[src/rtl/sdram_burst_reader.sv]
// sdram_burst_reader: SDRAM read engine for the frame-buffer path (OV5640 -> SDRAM -> VGA).
// Latency: ACT->READ after T_RCD clocks, first DQ beat CAS_LAT+1 clocks after READ, one slot = CAS_LAT+BURST_LEN+1.
// Backpressure: none on data (read FIFO must take every data_vld beat); bus is yielded to refresh only at a burst boundary.
//
// Requests the bus from the arbiter, activates the current row, issues BURSTS_PER_REQ reads of BURST_LEN
// beats, precharges all banks and walks column/row/bank addresses across a frame of ROWS_USED rows.
// Optional build macro: SDRAM_RD_PINGPONG_EN adds wr_bank; on frame wrap the reader then selects the
// bank half the writer is not filling. Without it, the bank simply increments on every frame wrap.
//
// Ports:
//   sysclk_100M    system clock            rst_n          async active-low reset
//   read_trig      start a transaction     refresh_req    refresh pending, yield at next burst boundary
//   arb_req/ack    bus request / grant     arb_done       transaction complete / bus not owned
//   arb_prech_done pulse after PRE wait    cmd            {CS_n,RAS_n,CAS_n,WE_n}
//   sdram_addr     address bus             sdram_bank     bank address
//   data_vld       DQ beat valid           frame_done     pulse on wrap to row 0 / col 0
//   wr_bank        writer's bank (SDRAM_RD_PINGPONG_EN only)

module sdram_burst_reader #(
   parameter int ROW_W          = 13,
   parameter int COL_W          = 9,
   parameter int ROWS_USED      = 8192,
   parameter int BURST_LEN      = 8,
   parameter int CAS_LAT        = 3,
   parameter int T_RCD          = 2,
   parameter int T_RP           = 2,
   parameter int BURSTS_PER_REQ = 32
) (
   input  logic             sysclk_100M,
   input  logic             rst_n,
   input  logic             read_trig,
   input  logic             refresh_req,
   output logic             arb_req,
   input  logic             arb_ack,
   output logic             arb_done,
   output logic             arb_prech_done,
   output logic [3:0]       cmd,
   output logic [ROW_W-1:0] sdram_addr,
   output logic [1:0]       sdram_bank,
   output logic             data_vld,
`ifdef SDRAM_RD_PINGPONG_EN
   input  logic [1:0]       wr_bank,
`endif
   output logic             frame_done
);

   localparam int SLOT      = CAS_LAT + BURST_LEN + 1;
   localparam int CNT_MAX_A = (SLOT > T_RCD) ? SLOT : T_RCD;
   localparam int CNT_MAX   = (CNT_MAX_A > T_RP) ? CNT_MAX_A : T_RP;
   localparam int CNT_W     = (CNT_MAX > 2) ? $clog2(CNT_MAX) : 1;
   localparam int BCNT_W    = (BURSTS_PER_REQ > 1) ? $clog2(BURSTS_PER_REQ) : 1;

   localparam logic [3:0] CMD_NOP  = 4'b0111;
   localparam logic [3:0] CMD_ACT  = 4'b0011;
   localparam logic [3:0] CMD_READ = 4'b0101;
   localparam logic [3:0] CMD_PRE  = 4'b0010;

   localparam logic [CNT_W-1:0]  CNT_ONE    = CNT_W'(1);
   localparam logic [CNT_W-1:0]  SLOT_LAST  = CNT_W'(SLOT - 1);
   localparam logic [CNT_W-1:0]  RCD_LAST   = CNT_W'(T_RCD - 1);
   localparam logic [CNT_W-1:0]  RP_LAST    = CNT_W'(T_RP - 1);
   localparam logic [CNT_W-1:0]  VLD_FIRST  = CNT_W'(CAS_LAT + 1);
   localparam logic [CNT_W-1:0]  VLD_LAST   = CNT_W'(CAS_LAT + BURST_LEN);
   localparam logic [COL_W-1:0]  COL_STEP   = COL_W'(BURST_LEN);
   localparam logic [COL_W-1:0]  COL_LAST   = COL_W'((1 << COL_W) - BURST_LEN);
   localparam logic [ROW_W-1:0]  ROW_ONE    = ROW_W'(1);
   localparam logic [ROW_W-1:0]  ROW_LAST   = ROW_W'(ROWS_USED - 1);
   localparam logic [ROW_W-1:0]  ADDR_A10   = ROW_W'(1024);
   localparam logic [BCNT_W-1:0] BCNT_ONE   = BCNT_W'(1);
   localparam logic [BCNT_W-1:0] BURST_LAST = BCNT_W'(BURSTS_PER_REQ - 1);

   typedef enum logic [2:0] {S_IDLE, S_REQ, S_ACT, S_READ, S_PRE} state_t;

   state_t            state, state_nxt;
   logic [CNT_W-1:0]  cnt, cnt_nxt;
   logic [ROW_W-1:0]  row, row_nxt;
   logic [COL_W-1:0]  col, col_nxt;
   logic [BCNT_W-1:0] burst_cnt, burst_nxt;
   logic              done_q, done_nxt;
   logic              row_end_q, row_end_nxt;
   logic [1:0]        bank_nxt;
   logic [3:0]        cmd_nxt;
   logic [ROW_W-1:0]  addr_nxt;
   logic              arb_req_nxt, arb_done_nxt, prech_done_nxt, data_vld_nxt, frame_done_nxt;

   logic col_is_last, row_is_last, burst_is_last;

   assign col_is_last   = (col == COL_LAST);
   assign row_is_last   = (row == ROW_LAST);
   assign burst_is_last = (burst_cnt == BURST_LAST);

   always_ff @(posedge sysclk_100M or negedge rst_n) begin
      if (!rst_n) begin
         state          <= S_IDLE;
         cnt            <= '0;
         row            <= '0;
         col            <= '0;
         burst_cnt      <= '0;
         done_q         <= 1'b0;
         row_end_q      <= 1'b0;
         cmd            <= CMD_NOP;
         sdram_addr     <= ADDR_A10;
         sdram_bank     <= '0;
         arb_req        <= 1'b0;
         arb_done       <= 1'b1;
         arb_prech_done <= 1'b0;
         data_vld       <= 1'b0;
         frame_done     <= 1'b0;
      end else begin
         state          <= state_nxt;
         cnt            <= cnt_nxt;
         row            <= row_nxt;
         col            <= col_nxt;
         burst_cnt      <= burst_nxt;
         done_q         <= done_nxt;
         row_end_q      <= row_end_nxt;
         cmd            <= cmd_nxt;
         sdram_addr     <= addr_nxt;
         sdram_bank     <= bank_nxt;
         arb_req        <= arb_req_nxt;
         arb_done       <= arb_done_nxt;
         arb_prech_done <= prech_done_nxt;
         data_vld       <= data_vld_nxt;
         frame_done     <= frame_done_nxt;
      end
   end

   always_comb begin
      state_nxt      = state;
      cnt_nxt        = cnt;
      row_nxt        = row;
      col_nxt        = col;
      burst_nxt      = burst_cnt;
      done_nxt       = done_q;
      row_end_nxt    = row_end_q;
      bank_nxt       = sdram_bank;
      arb_done_nxt   = arb_done;
      prech_done_nxt = 1'b0;
      frame_done_nxt = 1'b0;
      cmd_nxt        = CMD_NOP;
      addr_nxt       = sdram_addr;

      case (state)
         S_IDLE: begin
            if (read_trig) begin
               state_nxt = S_REQ;
               cnt_nxt   = '0;
            end
         end

         S_REQ: begin
            if (arb_ack) begin
               state_nxt    = S_ACT;
               cnt_nxt      = '0;
               arb_done_nxt = 1'b0;
               row_end_nxt  = 1'b0;
            end
         end

         S_ACT: begin
            if (cnt == RCD_LAST) begin
               state_nxt = S_READ;
               cnt_nxt   = '0;
            end else begin
               cnt_nxt = cnt + CNT_ONE;
            end
         end

         S_READ: begin
            // Decisions are taken only at the slot end so a started burst always
            // delivers all of its beats before any PRE.
            if (cnt == SLOT_LAST) begin
               cnt_nxt   = '0;
               col_nxt   = col + COL_STEP;
               burst_nxt = burst_cnt + BCNT_ONE;
               if (col_is_last) begin
                  row_end_nxt = 1'b1;
                  if (row_is_last) begin
                     row_nxt        = '0;
                     frame_done_nxt = 1'b1;
`ifdef SDRAM_RD_PINGPONG_EN
                     bank_nxt       = wr_bank ^ 2'b10;
`else
                     bank_nxt       = sdram_bank + 2'd1;
`endif
                  end else begin
                     row_nxt = row + ROW_ONE;
                  end
               end
               if (burst_is_last) begin
                  done_nxt     = 1'b1;
                  arb_done_nxt = 1'b1;
                  burst_nxt    = '0;
               end
               if (burst_is_last || refresh_req || col_is_last) begin
                  state_nxt = S_PRE;
               end
            end else begin
               cnt_nxt = cnt + CNT_ONE;
            end
         end

         S_PRE: begin
            if (cnt == RP_LAST) begin
               cnt_nxt        = '0;
               prech_done_nxt = 1'b1;
               if (done_q) begin
                  state_nxt = S_IDLE;
                  done_nxt  = 1'b0;
               end else if (refresh_req) begin
                  // Re-arbitrate; the burst counter is kept so the transaction
                  // still totals BURSTS_PER_REQ bursts.
                  state_nxt = S_REQ;
               end else begin
                  state_nxt   = S_ACT;
                  row_end_nxt = 1'b0;
               end
            end else begin
               cnt_nxt = cnt + CNT_ONE;
            end
         end

         default: begin
            state_nxt = S_IDLE;
            cnt_nxt   = '0;
         end
      endcase

      // Registered outputs are derived from the state being entered, so a
      // command appears on the pins in the first cycle of its state.
      arb_req_nxt  = (state_nxt == S_REQ);
      data_vld_nxt = (state_nxt == S_READ) && (cnt_nxt >= VLD_FIRST) && (cnt_nxt <= VLD_LAST);
      if (cnt_nxt == '0) begin
         case (state_nxt)
            S_ACT: begin
               cmd_nxt  = CMD_ACT;
               addr_nxt = row_nxt;
            end
            S_READ: begin
               cmd_nxt  = CMD_READ;
               addr_nxt = ROW_W'(col_nxt);   // A10=0: no auto-precharge
            end
            S_PRE: begin
               cmd_nxt  = CMD_PRE;
               addr_nxt = ADDR_A10;          // all banks
            end
            default: ;
         endcase
      end
   end

endmodule
[config.mk]
export PLATFORM = sky130hd
export DESIGN_NAME = sdram_burst_reader
export DESIGN_NICKNAME = d
export VERILOG_FILES = /design/src/rtl/sdram_burst_reader.sv
export SDC_FILE = /design/constraint.sdc
export NUM_CORES = 1
export LEC_CHECK = 0
export ABC_AREA = 1
export CORE_MARGIN = 5
export CORE_UTILIZATION = 30
export DETAILED_ROUTE_END_ITERATION = 7
export GPL_TIMING_DRIVEN = 0
export PLACE_DENSITY_LB_ADDON = 0.15
export SLEW_MARGIN = 40
export SYNTH_ARGS = -nofsm -noshare
export SYNTH_HDL_FRONTEND = slang
export SYNTH_SLANG_ARGS = --single-unit
[constraint.sdc]
create_clock -name sysclk_100M -period 2.8 [get_ports sysclk_100M]
set_clock_uncertainty 0.15 [all_clocks]
set_input_delay 0.56 -clock sysclk_100M [delete_from_list [all_inputs] [get_ports sysclk_100M]]
set_output_delay 0.56 -clock sysclk_100M [all_outputs]
set_load 0.005 [all_outputs]
==> Word-level counts from Yosys, hierarchy flattened <==
Cells that the tools add are included.
{ "totals": {"register_bits": 59, "input_bits": 5, "out_inout_bits": 24, "wordCells": 89} }
{ "op_classes": {"add_sub_neg": 5, "order_cmp": 2, "n_eq_ne": 17, "mux": 36, "reduce_logical": 15} }
{ "ops": {"columns": ["operator", "n"], "rows": [
  ["13-bit 2-to-1 mux", 4],
  ["13-bit one-hot mux with 3 select lines", 1],
  ["3-bit 2-to-1 mux", 7],
  ["9-bit 2-to-1 mux", 2],
  ["4-bit 2-to-1 mux", 4],
  ["4-bit one-hot mux with 4 select lines", 1],
  ["3-bit one-hot mux with 5 select lines", 1],
  ["13-bit by 1-bit adder with 13-bit output (second input constant)", 1],
  ["13-bit equality test (second input constant)", 1],
  ["3-bit by 2-bit equality test with 1-bit output (second input constant)", 4],
  ["4-bit AND reduction", 3],
  ["1-bit 2-to-1 mux", 10],
  ["9-bit by 4-bit adder with 9-bit output (second input constant)", 1],
  ["9-bit equality test (second input constant)", 1],
  ["3-bit one-hot mux with 3 select lines", 1],
  ["2-bit inequality test (second input constant)", 4],
  ["3-bit by 1-bit equality test with 1-bit output (second input constant)", 2],
  ["3-bit equality test (second input constant)", 2],
  ["5-bit by 1-bit adder with 5-bit output (second input constant)", 1],
  ["5-bit equality test (second input constant)", 1],
  ["5-bit 2-to-1 mux", 1],
  ["4-bit by 1-bit adder with 4-bit output (second input constant)", 1],
  ["4-bit by 1-bit equality test with 1-bit output (second input constant)", 1],
  ["4-bit equality test (second input constant)", 1],
  ["13 further kinds", 19]
]} }

==> Depth between registers and ports, before layout <==
Gate-level depths: netlist (run 1).
{ "logic_depth": {"word_depth": 9, "depth_mapped": 15, "mapped_depth_nobuf": 15} }

==> Worst setup path before layout (run 1) <==
OpenSTA, ideal clock, no wires.
{ "synth_timing": {"path_kind": "flip-flop to flip-flop", "start": "register burst_cnt[0]", "end": "register sdram_addr[11]", "setup_ns": 0.117, "arrival_ns": 1.733, "required_ns": 2.533, "setup_slack_ns": 0.800, "stages_incl_launch_ff": 15, "path_buffers": 0, "synth_period_minus_slack_ns": 2.000, "path_cell_list": "dfrtp_1 > ha_1 > nand2_1 > nor2_1 > ha_1 > nor2_1 > nand2_1 > nand2_1 > nand2_2 > inv_1 > nand3_1 > nand3_4 > clkinv_2 > nand2_1 > nand2_1"} }
{ "synth_between": {"elab_chain_len": 9, "word_cells_on_any_way": 12, "cone_classes": "eq/ne (4); mux (4); reduce/logical (4)"} }
{ "synth_rtl": {"columns": ["element", "line_no", "source"], "rows": [
  ["start, declared", "78", "logic [BCNT_W-1:0] burst_cnt, burst_nxt;"],
  ["start signal, assigned", "114", "burst_cnt <= burst_nxt;"],
  ["5-bit equality test (*)", "90", "assign burst_is_last = (burst_cnt == BURST_LAST);"],
  ["1-bit logical OR (*) (2 in a row)", "195", "if (burst_is_last || refresh_req || col_is_last) begin"],
  ["3-bit 2-to-1 mux (*)", "195", null],
  ["3-bit 2-to-1 mux (*)", "172", "if (cnt == SLOT_LAST) begin"],
  ["3-bit one-hot mux with 5 select lines (*)", "143", "case (state)"],
  ["via state_nxt[2]", "74", "state_t state, state_nxt;"],
  ["3-bit by 2-bit equality test with 1-bit output or 3-bit equality test (tied branches)", "234", "case (state_nxt)"],
  ["3-bit nonzero test (no source line)", null, null],
  ["2-bit AND reduction (no source line)", null, null],
  ["end signal, assigned", "118", "sdram_addr <= addr_nxt;"],
  ["end, declared", "38", "output logic [ROW_W-1:0] sdram_addr,"]
]} }
The timed path passes the listed nets; every way through them passes the cells marked *.
A chain may end at the register's enable or synchronous reset.

==> Worst setup path after layout (run 1) <==
{ "layout_timing": {"start": "register burst_cnt[1]", "end": "register sdram_addr[4]"} }
Same word-level chain as after synthesis.

==> key figures, run 1 <==
Run status
  – Outcome: finished clean

Global route
  – All-layer global routing usage: 0.112
  – Vias in the first global route: 2305
  – Wire length of the first global-routing pass: 11.4 mm
  – Pin count of the biggest net entering global routing: 30
  – Congestion Overflow GR: 0
  – Initial antenna violation count: 0

Worst setup path
  – CP Data Arrival Time: 2.45 ns
  – Crit end category: register
  – Delay of the slowest critical-path stage: 0.41 ns
  – Setup CP Type: register to register
  – Worst Setup SP: burst_cnt[1]
  – CP max stage cell: dfrtp_1
  – CP Max Fanout: 10
  – CP Launch Type: register
  – R2R Path Start: burst_cnt[1]
  – CP required: 2.86 ns
  – R2r setup slk: 0.41 ns
  – CP most frequent cell: nand2_1
  – Setup crit end: sdram_addr[4]
  – Worst R2R Path Depth: 14
  – Ordered cell list for the critical path: ha_1 -> nand2_1 -> nor2_1 -> ha_1 -> nor2_1 -> nand2_1 -> nand2_1 -> nand2_2 -> inv_1 -> nand3_1 -> nand3_4 -> clkinv_2 -> nand2_1 -> nand2_1
  – R2r endpoint: sdram_addr[4]

Synthesis
  – Cells after Synth: 376
  – Synth area leader: dfrtp_1
  – #FFs+latches synth: 55
  – Synth Flop Type: dfrtp_1
  – Synthesized area: 3040 um^2
  – Synth warn: 0
  – Post-synth cell types: 32
  – Most common cell in the netlist: nand2_1
  – Post-Syn Nets: 387
  – Top cells by area, synth: dfrtp_1 41%, nand2_1 14%, inv_1 5.9%
  – Syn Area/Cell: 8.08 um^2
  – Async SR Flop Fraction: 1.00
  – Area share of the largest cell type after synthesis: 0.412
  – Top post-synthesis cells by count: 115 x nand2_1, 50 x dfrtp_1, 48 x inv_1, 31 x nand3_1, 26 x nor2_1
  – Number of flops mapped to enable cells by yosys: 0
  – Sequential fraction of the synthesis area: 0.455

Run
  – Maximum capacitance violations: 0

Placed design
  – GP Congestion: 0.778
  – DP Wirelength: 5.01 mm
  – PortBufs: 27
  – Area of placed instances: 3490 um^2
  – Cells after DPL: 537

CTS
  – CTS tree: built
  – Worst-path clk slew: 0.09 ns
  – Sink Count: 55
  – Post-CTS Hold Fix Bufs: 0
  – H-tree levels: 2
  – CTS resizes: 0
  – Clk buf depth: 2
  – Cell chosen for the clock root: clkbuf_8
  – Cts bufs inserted: 5
  – Worst skew pair latency: 0.31 ns
  – Setup bufs post-CTS: 0

Timing
  – RSZ-0062 raised after global routing: no
  – Final-report hold violation count: 0
  – Setup tns final: 0 ns
  – Top achievable clock speed: 418 MHz
  – WHS: 0.0180 ns
  – Tmin final: 2.39 ns
  – Fin. max-slew vios: 0
  – Final setup vio count: 0
  – Final period util: 0.854

Pwr
  – Clk network pwr share: 0.170
  – Static Leak: 1.78 nW
  – Worst ir drop on vdd: 0.268 mV
  – Sequential share of power: 0.379
  – Internal power: 0.00149 W
  – Switching share of power: 0.426
  – Combinational power share: 0.451
  – P per Cell Area: 726 nW/um^2
  – P_sw: 0.00111 W

Final layout
  – Final Non-Filler Cells: 545
  – Share of cells above drive strength 1: 0.160
  – Final Cell Area: 3580 um^2
  – Post-layout util: 0.364
  – N_diodes: 0
  – Area growth syn-to-layout: 17.8%
  – Fillers: 1089
  – Final nets: 422

Die
  – Starting Density: 0.309
  – Die area: 12200 um^2
  – Std cell rows: 36
  – Die H: 111 um
  – # IOs: 29
  – Core area: 9820 um^2
  – Die Span X: 111 um

Min path
  – Hold Path Class: primary input to async pin

Detailed routing
  – Final wirelength: 6.61 mm
  – First-pass detailed-route iteration total: 4
  – DR DRC count: 0
  – Vias: 2364
  – Vias per inst: 4.34
  – Iter 0 DRT Violations: 85
  – ANT nets after route: 0
  – Routed WL per cell: 12.1 um
## sequential cells by signal, summed over array words and instances, names as in the netlist
name,count
row,13
sdram_addr,13
col,6
burst_cnt,5
cnt,4
cmd,3
state,3
sdram_bank,2
arb_done,1
arb_prech_done,1
arb_req,1
data_vld,1
done_q,1
frame_done,1
## critical path: cells and delay by family, from the launching register on
kind	cells	cell delay, ns
and+or+nand+nor	10	1.02
buffers and inverters	2	0.29
DFF	1	0.41
adders and majority gates	2	0.43
## logic make-up after synthesis
group	count (synthesis)	share of synthesized area
AOI/OAI and AO/OA	21	0.0400
buffers and inverters	62	0.0906
adders and majority gates	6	0.0247
xor gates and xnor gates	12	0.0346
and+or+nand+nor	219	0.354
other	1	0.00123
DFF	55	0.455
## worst min path at each step
stage	slack, ns	cells after the start	to	start
floorplan	0.11	0	arb_prech_done	rst_n
global placement	0.31	2	sdram_addr[10]	sdram_addr[10]
detailed placement	0.31	2	sdram_addr[10]	sdram_addr[10]
CTS	0.02	1	row[5]	rst_n
global route	0.04	1	burst_cnt[1]	rst_n
finish	0.02	1	burst_cnt[1]	rst_n
## cell usage in the layout (no fill, tap or decap), types with 2 or more instances in the layout
cell / netlist / final
ha_1: 6 / 6
nand4_1: 10 / 10
inv_1: 48 / 48
dfrtp_1: 50 / 50
o21ai_2: 3 / 3
nand3_2: 5 / 5
buf_4: 3 / 4
nand2_4: 3 / 3
clkbuf_8: 0 / 5
inv_2: 6 / 6
xnor2_1: 3 / 3
o21ai_1: 4 / 4
clkdlybuf4s50_1: 0 / 26
buf_6: 4 / 4
nor2_2: 7 / 7
nor2_1: 26 / 26
nor2_4: 4 / 4
clkinv_2: 1 / 2
dfstp_2: 5 / 5
nand2_1: 115 / 115
xor2_1: 9 / 9
nand3_4: 2 / 2
a21oi_1: 7 / 7
nand3_1: 31 / 31
nand2_2: 11 / 11
o21ai_0: 5 / 5
## metal layers
metal	up-vias	share of wire	GRT usage
met3	4	0.032	0.0208
met4	0	0.0094	0.0345
met2	33	0.45	0.172
met5	-	0	0
li1	1242	-	-
met1	1085	0.51	0.159
## power by group through the flow
stage | sequential [W] | clock (W) | combinational, W
after detailed placement | 0.000999 | 0 | 0.00120
after global placement | 0.000997 | 0 | 0.00119
after floorplan | 0.000990 | 0 | 0.000866
final | 0.000985 | 0.000442 | 0.00117
after global routing | 0.00100 | 0.000493 | 0.00133
after CTS | 0.000984 | 0.000468 | 0.00121
## cell type report
type	count	area, um^2	area share
Timing Repair Buffer	28	288	0.0804
Sequential cell	55	1380	0.386
Clock inverter	2	12.5	0.00350
Inverter	55	208	0.0581
Tap cell	133	166	0.0465
Buffer	7	67.6	0.0189
Multi-Input combinational cell	259	1380	0.386
Clock buffer	6	72.6	0.0203
## metrics by stage
step,total power [W],setup WS (ns)
5_1_grt,0.00283,0.164
2_1_floorplan,0.00186,0.800
4_1_cts,0.00266,0.354
3_3_place_gp,0.00219,-0.816
3_5_place_dp,0.00220,0.271
6_report,0.00260,0.409
Note: power is estimated with default switching activity, not from simulation.
==> run 2: changes to the inputs <==
CORE_UTILIZATION = 57   (was 30)
==> run 2 against run 1 <==
  * Via count grew 1.6%
  * Cell count decreased by 11%
  * Wire length shrank 4.8%
  * Global-route usage increased by 8.5 points
  * Die area fell by 44%
  * Sequential cell count stayed put
  * Critical path depth did not move
  * Count of clock-buffer cells in the layout fell by 1
  * Sequential power about the same
  * Worst hold slack improved by 0.31 ns
  * Critical path type unchanged
  * Largest cell class unchanged
  * Largest power group unchanged
  * Highest routed layer unchanged
==> key figures, run 2 (synthesis results as in run 1) <==
Final layout
  – Largest registers: row: 13 flops, sdram_addr: 13 flops, col: 6 flops
  – Area growth syn-to-layout: 15.6%
  – N_diodes: 0 (unchanged)
  – Share of cells above drive strength 1: 0.162 (+0.00203)
  – Most frequent cells in the layout: 115 x nand2_1, 50 x dfrtp_1, 48 x inv_1, 31 x nand3_1
  – Final nets: 423 (+0.24%)
  – Most common cell after layout, fill and taps aside: nand2_1

Global route
  – Wire length of the first global-routing pass: 11.3 mm (-0.85%)
  – Congestion Overflow GR: 0 (unchanged)
  – Initial antenna violation count: 0 (unchanged)
  – Pin count of the biggest net entering global routing: 35 (+17%)
  – Vias in the first global route: 2482 (+7.7%)
  – All-layer global routing usage: 0.197 (+0.0854)

Detailed routing
  – Routed WL per cell: 13.0 um (+7.4%)
  – Iter 0 DRT Violations: 138 (+62%)
  – Vias per inst: 4.98 (+15%)
  – First-pass detailed-route iteration total: 5 (+1)
  – Top routing layer in use: met4
  – ANT nets after route: 0 (unchanged)
  – Met3 wire len: 206 um (-1.4%)
  – Final wirelength: 6.30 mm (-4.8%)
  – DR DRC count: 0 (unchanged)
  – Wire length on met1: 3.02 mm (-11%)
  – Met2 wire len: 3.00 mm (+1.7%)
  – Vias: 2403 (+1.6%)

Placed design
  – DP Wirelength: 4.68 mm (-6.6%)
  – PortBufs: 27 (unchanged)
  – GP Congestion: 0.900 (+16%)

CTS
  – Cell chosen for the clock root: clkbuf_8
  – Clk buf depth: 2 (unchanged)
  – Worst skew pair latency: 0.32 ns (about the same)
  – Setup bufs post-CTS: 0 (unchanged)
  – Worst-path clk slew: 0.10 ns (about the same)
  – CTS tree: built
  – H-tree levels: 2 (unchanged)
  – Sink Count: 55 (unchanged)
  – Cts bufs inserted: 5 (unchanged)

Run status
  – Outcome: finished clean

Timing
  – Final-report hold violation count: 0 (unchanged)
  – Tmin final: 2.33 ns (-0.0599 ns)
  – Top achievable clock speed: 429 MHz (+2.6%)
  – Final setup vio count: 0 (unchanged)
  – RSZ-0062 raised after global routing: no
  – WHS: 0.329 ns (+0.311 ns)
  – Fin. max-slew vios: 0 (unchanged)
  – Final period util: 0.833 (-0.0214)
  – Setup tns final: 0 ns (unchanged)

Run
  – Maximum capacitance violations: 0 (unchanged)

Worst setup path
  – CP max stage cell: dfrtp_1
  – Delay of the slowest critical-path stage: 0.41 ns (about the same)
  – CP most frequent cell: nand2_1
  – CP Data Arrival Time: 2.39 ns (-0.06 ns)
  – Ordered cell list for the critical path: ha_1 -> nand2_1 -> nor2_1 -> ha_1 -> nor2_1 -> nand2_1 -> nand2_1 -> nand2_2 -> inv_1 -> nand3_1 -> nand3_4 -> clkinv_2 -> nand2_1 -> nand2_1
  – CP Launch Type: register
  – Crit end category: register
  – CP required: 2.86 ns (about the same)
  – Setup CP Type: register to register
  – CP Max Fanout: 10 (unchanged)

Die
  – Die Span X: 83.0 um (-25%)
  – Std cell rows: 26 (-28%)
  – Core area: 5140 um^2 (-48%)
  – Die area: 6890 um^2 (-44%)
  – Die H: 83.0 um (-25%)
  – # IOs: 29 (unchanged)
  – Starting Density: 0.591 (+0.282)

Pwr
  – Worst ir drop on vdd: 0.443 mV (+65%)
  – Static Leak: 1.79 nW (+0.64%)
  – P per Cell Area: 746 nW/um^2 (+2.7%)

Min path
  – Hold Path Class: register to register
[run 2: cell types whose count changed in the layout (fill, tap and decap cells not counted), sizes merged]
cell         before  now
clkbuf            6    5
dlygate4sd3       0    1
clkinv            2    3
inv              54   55
clkinvlp          1    0
[run 2: worst max-delay path, delay by kind of cell, from the launching register on]
family        cells  cell delay [ns]
buf+inv           2             0.30
simple gates     10             0.95
fa+ha+maj         2             0.41
flops             1             0.41
[run 2: metrics by stage]
step	instances	total power, W	utilization	setup WS, ns	instance area, um^2
floorplan	376	0.00186	-	0.800	3040
global placement	473	0.00214	0.661	-0.670	3400
detailed placement	474	0.00218	0.664	0.379	3410
global route	483	0.00282	0.683	0.200	3510
finish	483	0.00262	0.683	0.469	3510
CTS	483	0.00263	0.683	0.480	3510
[run 2: final timing paths]
kind / from / endpoint / slack (ns) / cells after the start
max in group asynchronous: rst_n / sdram_addr[10] / 1.45 / 3
setup reg to reg: burst_cnt[1] / sdram_addr[3] / 0.47 / 14
min in group asynchronous: rst_n / sdram_addr[11] / 0.52 / 2
setup / recovery: burst_cnt[1] / sdram_addr[3] / 0.47 / 14
hold reg to reg: sdram_bank[1] / sdram_bank[1] / 0.33 / 1
hold / removal: sdram_bank[1] / sdram_bank[1] / 0.33 / 1
[run 2: timing repair]
item	in CTS	in global routing
setup endpoints to repair	0	0
resized for setup	0	0
hold endpoints to repair	20	0
hold buffers	1	0
[run 2: cell type report]
type	count	area [um^2]
fillers	462	1630
flip-flops and latches	55	1380
multi-input cells	259	1380
repair buffers	29	298
inverters	55	208
well taps	70	87.6
clock buffers	5	68.8
plain buffers	7	67.6
clock inverters	3	18.8
[run 2: layer usage]
metal | vias to the layer above | track usage
met4 | 0 | 0.0535
met3 | 6 | 0.0347
met5 | - | 0
met1 | 1114 | 0.262
met2 | 42 | 0.332
li1 | 1241 | -
[run 2: where the power goes]
group          internal, W  switching (W)
combinational     0.000410       0.000774
clock             0.000177       0.000273
sequential        0.000905      0.0000783
total              0.00149        0.00113
